===== config.mk =====
export PLATFORM = sky130hd
export DESIGN_NAME = prbs31_sat_counter
export DESIGN_NICKNAME = d
export VERILOG_FILES = /design/src/rtl/prbs31_sat_counter.sv
export SDC_FILE = /design/constraint.sdc
export NUM_CORES = 1
export LEC_CHECK = 0
export CAP_MARGIN = 20
export CELL_PAD_IN_SITES_DETAIL_PLACEMENT = 1
export CELL_PAD_IN_SITES_GLOBAL_PLACEMENT = 1
export CORE_MARGIN = 4
export CORE_UTILIZATION = 41
export CTS_CLUSTER_SIZE = 12
export DETAILED_ROUTE_END_ITERATION = 12
export GPL_ROUTABILITY_DRIVEN = 1
export HOLD_SLACK_MARGIN = 0.06
export PLACE_DENSITY = 0.88
export RECOVER_POWER = 100
export SYNTH_ARGS = -nofsm -noshare
export SYNTH_HDL_FRONTEND = slang
export SYNTH_SLANG_ARGS = --single-unit

===== constraint.sdc =====
create_clock -name clk -period 2.8 [get_ports clk]
set_input_delay 0.56 -clock clk [delete_from_list [all_inputs] [get_ports clk]]
set_output_delay 0.56 -clock clk [all_outputs]
set_load 0.05 [all_outputs]

===== src/rtl/prbs31_sat_counter.sv =====
// Saturating up-counter; a clear on the same edge as an increment yields one.
module prbs31_sat_counter #(
  parameter int DATA_W = 16
) (
  input  logic              clk,
  input  logic              rst_n,
  input  logic              clr,
  input  logic              inc,
  output logic [DATA_W-1:0] count
);
  function automatic logic [DATA_W-1:0] sat_inc(input logic [DATA_W-1:0] v);
    return (&v) ? v : v + 1'b1;
  endfunction

  always_ff @(posedge clk or posedge rst_n) begin
    if (rst_n)
      count <= '0;
    else if (clr)
      count <= {{(DATA_W-1){1'b0}}, inc};
    else if (inc)
      count <= sat_inc(count);
  end
endmodule


# == After elaboration in Yosys (flattened, before gate mapping) ==
# Index checks and enable logic that the tools add are counted.
# op_classes
n_addsub,1
multipliers,0
n_eq_ne,1
div,0
n_mux,3
magnitude_cmp,0
shift,0
n_reduce_logical,3
bitwise_logic,0
# op_table
operator,count
two-way mux 16 bit,3
"adder 16 x 1 -> 16 bit, second input constant",1
AND reduction 16 bit,1
"!= test 2 bit, second input constant",1
AND reduction 2 bit,1
nonzero test 2 bit,1
# totals
n_memories,0
out_inout_bits,16
in_bits,4
word_cells,9
ramBits,0
register_bits,16
romBits,0
latch_bits,0

# == Logic depth before layout (Yosys ltp) ==
# Gate-level depths: netlist of run 1.
# logic_depth
ltp_word,4
mapped_depth,6
depth_no_buf,5

# == Least setup slack after synthesis of run 1 ==
# Ideal clock, no wire load.
# synth_path
kind,register to register
from,register count[1]
to,register count[6]
slack_ps,848
t_arrival_ps,1827
required_time_ps,2675
stages_incl_launch_ff,7
setup_ps,125
period_less_slack_ps,1952
path_buffers,1
cell_sequence,dfrtp_1 -> ha_1 -> and4_1 -> buf_2 -> nand3_1 -> a21oi_1 -> mux2_2
# synth_via
elab_chain_cells,4
word_cells_on_any_way,7
classes_between,1 x add/sub; 1 x eq/ne; 3 x mux; 2 x reduce/logical
# synth_lines
item,line_no,text
from (decl),9,output logic [DATA_W-1:0] count
from (signal assigned),19,"count <= {{(DATA_W-1){1'b0}}, inc};"
from (signal assigned),21,count <= sat_inc(count);
adder 16 x 1 -> 16 bit,12,return (&v) ? v : v + 1'b1;
two-way mux 16 bit,12,
two-way mux 16 bit,20,else if (inc)
two-way mux 16 bit,18,else if (clr)
# Several ways; a longest one is shown, not always the timed one. The select of a mux whose other input is x is not followed.
# A chain may end at the register's enable or synchronous reset.

# == Worst setup path after layout of run 1 ==
# layout_path
from,register count[4]
to,output count[4]
# No word-level cell between the ends.

==> results_dict.tcl, run 1 <==
set metrics [dict create \
    clockRootBuffer "clkbuf_4" \
    antenna_found_initial 0 \
    die-width_um 57.9 \
    cts_htree_levels 1 \
    power.internal_uw 337 \
    dieArea_um2 3350 \
    hold_buffers 0 \
    finalHoldViolCount 0 \
    post-route-period-util 0.817 \
    drv_slew 0 \
    crit_buf_inv 1 \
    endpoint_kind "output port" \
    drive_gt1_frac 0.106 \
    largest_reg_flops 16 \
    cp-start-kind "register" \
    slowest_delay_ns 0.92 \
    grt_pass1_vias 972 \
    critPathKind "reg -> out" \
    finClkSkew_ns 0.00390 \
    area_growth_pct 21.1 \
    cap_violations 0 \
    power.share.switching 0.280 \
    grt_use_total 0.177 \
    clock_tree.buffer_depth 2 \
    wl_per_cell_um 17.0 \
    grt_max_degree 17 \
    min_period_ns 2.29 \
    cts_buffers 3 \
    vias_per_cell 6.21 \
    core_area_um2 2300 \
    clock.fmax_mhz 437 \
    cts.clk_slew.worst_paths_ns 0.10 \
    leakagePower_uw 0.000524 \
    hold_start "count[7]$_DFFE_PP0P_" \
    top_register "count" \
    hpwl_um 1980 \
    synth_nets 118 \
    netlist_area_um2 1020 \
    cts-resized-gates 0 \
    slowest_stage "dlygate4sd3_1" \
    yosys_warnings 0 \
    drc 0 \
    crit_arrival_ns 1.73 \
    crit_chain "dlygate4sd3_1" \
    cts_sinks 16 \
    vias 993 \
    combPwrFrac 0.141 \
    portBuffers 19 \
    die_h_um 57.9 \
    status "completed" \
    antenna_left 0 \
    design_area_um2 1230 \
    first_iter_violations 17 \
    insertion_delay_ns 0.28 \
    cp-startpoint "count[4]$_DFFE_PP0P_" \
    final_nets 138 \
    cts_tree "yes" \
    seq_area_frac_synth 0.393 \
    num_io_pins 20 \
    wl_um 2730 \
    largest_registers "count x16" \
    post-cts-setup-buffer-count 0 \
    synth.distinct_cells 39 \
    synth-seq-cells 16 \
    max_slew_margin 0.446 \
    hp-class "reg -> reg" \
    worst_path_dominant_cell_family "buffers and inverters" \
    initial_core_util 0.444 \
    diodes 0 \
    p_switching_uw 131 \
    rsz0062_at_grt "false" \
    reg2reg_from "count[0]$_DFFE_PP0P_" \
    irDropWorstVdd_uv 257 \
    pwr-share-seq 0.523 \
    dr.pass1.iters 4 \
    worst_pin_slew_ns 0.825 \
    cp.required_ns 2.24 \
    syn_area_per_cell_um2 9.02 \
    cp_max_fo 9 \
    setup_viol 0 \
    grt_pass1_wl_um 4660 \
    dpl_cell_area_um2 1220 \
    tns_ns 0 \
    gp_congestion 0.825 \
    syn_inst 113 \
    gr-total-overflow 0 \
    placementRows 17 \
    pwr-share-clk 0.336 \
    power_per_cell_area_nw_per_um2 379 \
]
-- cells in the final DEF (no fill, tap or decap), types with 2 or more instances in the layout --
master         synthesis  final
nor2b_1                3      3
nand2b_1               2      2
o21ai_0                2      2
a211oi_1               3      3
clkbuf_4               0      3
and3_1                 2      2
or3_1                  4      4
nand2_1                9     10
dlygate4sd3_1          0     18
nor3_1                 4      5
mux2_2                 3      3
a21oi_1               12     12
and4_1                 2      3
nand4_1                3      3
o31ai_1                3      3
dfrtp_1               16     16
nor2_1                 9      9
inv_1                  2      2
nand3_1                9      9
-- per-layer routing --
layer  vias to the layer above  routed length [um]  global-route usage
met1                       505                1330               0.250
met4                         0                  18              0.0464
met3                         2                  88              0.0334
li1                        470                   -                   -
met5                         -                   0                   0
met2                        16                1290               0.277
-- Yosys cell counts --
cell type,n,area [um2]
or3_1,4,25.0
nand3_1,9,45.0
o31ai_1,3,22.5
inv_1,2,7.51
a21boi_0,1,7.51
nand2b_1,2,12.5
ha_1,1,12.5
nor3_4,1,16.3
or4_1,1,7.51
o21ai_0,2,10.0
nand3b_1,1,7.51
o22ai_1,1,6.26
clkbuf_8,1,13.8
mux2_2,3,33.8
and3_2,1,7.51
a211oi_1,3,22.5
nor4_1,1,6.26
a21oi_1,12,60.1
nand4_1,3,18.8
nand2_1,9,33.8
a311oi_1,1,8.76
o211ai_1,1,7.51
nor3b_1,1,7.51
a31oi_1,1,6.26
nor2b_1,3,18.8
and4_1,2,17.5
dfrtp_1,16,400
and4_4,2,22.5
o22a_1,1,8.76
nand3_2,1,10.0
and4_2,1,10.0
nand2_4,1,11.3
nor3_1,4,20.0
nor4_4,1,21.3
and3_1,2,12.5
or3_2,1,7.51
clkbuf_1,1,3.75
buf_2,3,15.0
nor2_1,9,33.8
-- power by group through the flow --
| stage | logic [uW] | clock network [uW] | registers (uW) |
|---|---|---|---|
| floorplan | 26.3 | 0 | 268 |
| global placement | 68.0 | 0 | 249 |
| detailed placement | 69.5 | 0 | 250 |
| CTS | 69.7 | 160 | 245 |
| global route | 70.8 | 171 | 246 |
| finish | 66.1 | 157 | 245 |
-- cells by family after synthesis --
kind of cell,count (synthesis),synth area share
AND/OR/NAND/NOR,60,0.366
flip-flops,16,0.393
multiplexers,3,0.0331
adder cells (fa/ha/maj),1,0.0123
AO/OA/AOI/OAI,26,0.157
buffers and inverters,7,0.0393
-- path summary, 6_finish.rpt --
path / end / slack, ns / cells past startpoint
worst max-delay path: count[4] / 0.51 / 1
min in group asynchronous: count[3]$_DFFE_PP0P_ / 0.79 / 2
max in group asynchronous: count[13]$_DFFE_PP0P_ / 1.59 / 2
worst max register to register: count[15]$_DFFE_PP0P_ / 0.67 / 5
worst min-delay path: count[7]$_DFFE_PP0P_ / 0.61 / 1
worst min register to register: count[7]$_DFFE_PP0P_ / 0.61 / 1
-- area by class of cell --
cell class,instances,area (um2)
sequential,16,400
inverter,2,7.51
multi-input combinational,90,558
tap,28,35.0
fill,276,1060
timing repair buffer,20,198
clock buffer,4,36.3
-- through the flow --
step / setup slack, ns / cells / power (uW) / hold WS, ns / utilization
after floorplan: 0.848 / 113 / 295 / 0.474 / -
after global placement: 0.449 / 156 / 317 / 0.577 / 0.531
after detailed placement: 0.404 / 156 / 319 / 0.592 / 0.531
after CTS: 0.572 / 160 / 474 / 0.612 / 0.547
after global routing: 0.379 / 160 / 488 / 0.649 / 0.538
final: 0.511 / 160 / 468 / 0.608 / 0.538
(Power assumes the default switching activity.)
==> run 2: changes to the inputs <==
--- a/config.mk
+++ b/config.mk
@@ -9,12 +9,12 @@
 export CELL_PAD_IN_SITES_DETAIL_PLACEMENT = 1
 export CELL_PAD_IN_SITES_GLOBAL_PLACEMENT = 1
 export CORE_MARGIN = 4
-export CORE_UTILIZATION = 41
+export CORE_UTILIZATION = 34
 export CTS_CLUSTER_SIZE = 12
 export DETAILED_ROUTE_END_ITERATION = 12
 export GPL_ROUTABILITY_DRIVEN = 1
 export HOLD_SLACK_MARGIN = 0.06
-export PLACE_DENSITY = 0.88
+export PLACE_DENSITY = 0.79
 export RECOVER_POWER = 100
 export SYNTH_ARGS = -nofsm -noshare
 export SYNTH_HDL_FRONTEND = slang
==> constraint.sdc (replaced) <==
create_clock -name clk -period 2.05 [get_ports clk]
set_input_delay 0.41 -clock clk [delete_from_list [all_inputs] [get_ports clk]]
set_output_delay 0.41 -clock clk [all_outputs]
set_load 0.05 [all_outputs]
==> results_dict.tcl, run 2 (same netlist as run 1, synthesis figures left out) <==
set metrics [dict create \
    status "completed" \
    hold_start "count[12]$_DFFE_PP0P_" \
    antenna_found_initial 0 \
    cts_tree "yes" \
    crit_chain "dlygate4sd3_1" \
    drv_slew 0 \
    rr_endpoint "count[0]$_DFFE_PP0P_" \
    cp.required_ns 1.64 \
    gp_congestion 0.787 \
    min_delay_path_depth 2 \
    cts_buffers 3 \
    cap_violations 0 \
    drc 0 \
    top_register "count" \
    gr-total-overflow 0 \
    rsz0062_at_grt "false" \
    first_iter_violations 36 \
    crit_arrival_ns 1.56 \
    multi_input_area_um2 569 \
    slowest_stage "dlygate4sd3_1" \
    busiest_layer "met2" \
    cts.clk_slew.worst_paths_ns 0.09 \
    slowest_delay_ns 0.89 \
    worst_pin_slew_ns 0.630 \
    clock.fmax_mhz 507 \
    reg2reg_from "count[1]$_DFFE_PP0P_" \
    worstRegToRegCells 5 \
    grt_use_total 0.156 \
    hp-class "reg -> reg" \
    antenna_left 0 \
    use_met1 0.200 \
    clockRootBuffer "clkbuf_4" \
    layout_commonest_cell "dfrtp_1" \
    cp-start-kind "register" \
    finalHoldViolCount 0 \
    portBuffers 19 \
    cp_max_fo 4 \
    hold_end "count[12]$_DFFE_PP0P_" \
    finClkSkew_ns 0.00289 \
    largest_registers "count x16" \
    crit_buf_inv 1 \
    tns_ns 0 \
    wl_per_cell_um 17.4 \
    cts_htree_levels 1 \
    insertion_delay_ns 0.28 \
    irDropWorstVdd_uv 230 \
    hpwl_um 2130 \
    vias 994 \
    grt_max_degree 17 \
    use_met2 0.258 \
    core_area_um2 2810 \
    final_nets 140 \
    drive_gt1_frac 0.143 \
    largest_reg_flops 16 \
    leakagePower_uw 0.000456 \
    grt_pass1_vias 1080 \
    use_met3 0.0252 \
    dr.pass1.iters 4 \
    clock_tree.buffer_depth 2 \
    endpoint_kind "output port" \
    reg2reg_slack_ns 0.22 \
    diodes 0 \
    die_h_um 62.8 \
    wl_um 2850 \
    initial_core_util 0.364 \
    post-route-period-util 0.962 \
    area_growth_pct 16.6 \
    min_period_ns 1.97 \
    cp-startpoint "count[15]$_DFFE_PP0P_" \
    vias_per_cell 6.06 \
    final_cell_mix "dfrtp_1, a21oi_1, clkbuf_1" \
    placementRows 19 \
    num_io_pins 20 \
    die-width_um 62.8 \
    setup_viol 0 \
    post-cts-setup-buffer-count 0 \
    cts_sinks 16 \
    power_per_cell_area_nw_per_um2 500 \
    dieArea_um2 3940 \
    max_slew_margin 0.579 \
    worst_path_dominant_cell_family "buffers and inverters" \
    fin_util 0.424 \
    grt_pass1_wl_um 4970 \
    layout.area.seq_um2 400 \
    nFillCells 355 \
    critPathKind "reg -> out" \
]
-- run 2: timing repair --
action	in CTS	in global routing
hold buffers	0	0
endpoints found under the setup margin	0	8
hold endpoints to repair	0	0
resized for setup	0	7
-- run 2: final cells by class --
cell class	count	share of cell area
Multi-Input combinational cell	90	0.479
Sequential cell	16	0.337
Timing Repair Buffer	22	0.126
Tap cell	31	0.0326
Clock buffer	3	0.0189
Inverter	2	0.00632
-- run 2: worst max-delay path by stage --
stage                                  endpoint  cells after the start
after floorplan            count[6]$_DFFE_PP0P_                      6
after global placement    count[13]$_DFFE_PP0P_                      5
after detailed placement  count[13]$_DFFE_PP0P_                      5
after CTS                              count[9]                      1
after global routing                  count[11]                      1
final                                 count[15]                      1
-- run 2: worst reg2reg max path: stages, from the launching register on --
cell	delay, ns
dfrtp_1	0.43
ha_1	0.26
nand3_1	0.17
nor3_2	0.39
nor3b_2	0.34
o22ai_1	0.12
-- run 2: power by group --
group / total [uW] / switching (uW) / internal, uW
Clock: 166 / 97.9 / 68.2
Sequential: 335 / 11.6 / 323
Combinational: 93.6 / 60.9 / 32.6
Total: 594 / 170 / 424
-- run 2: through the flow --
step | worst slack (ns) | total power [uW] | cell area [um2] | instances | hold slack, ns
after detailed placement | 0.0188 | 437 | 1230 | 161 | 0.593
after floorplan | 0.0979 | 402 | 1020 | 113 | 0.324
final | 0.0786 | 594 | 1190 | 164 | 0.601
after CTS | 0.0302 | 607 | 1250 | 164 | 0.529
after global routing | 0.0115 | 631 | 1190 | 164 | 0.663
after global placement | 0.0862 | 435 | 1230 | 161 | 0.586
-- run 2: metal layers --
layer / vias up / wire length, um
met5: - / 0
met1: 499 / 1310
met3: 6 / 87
met4: 0 / 44
met2: 21 / 1410
li1: 468 / -
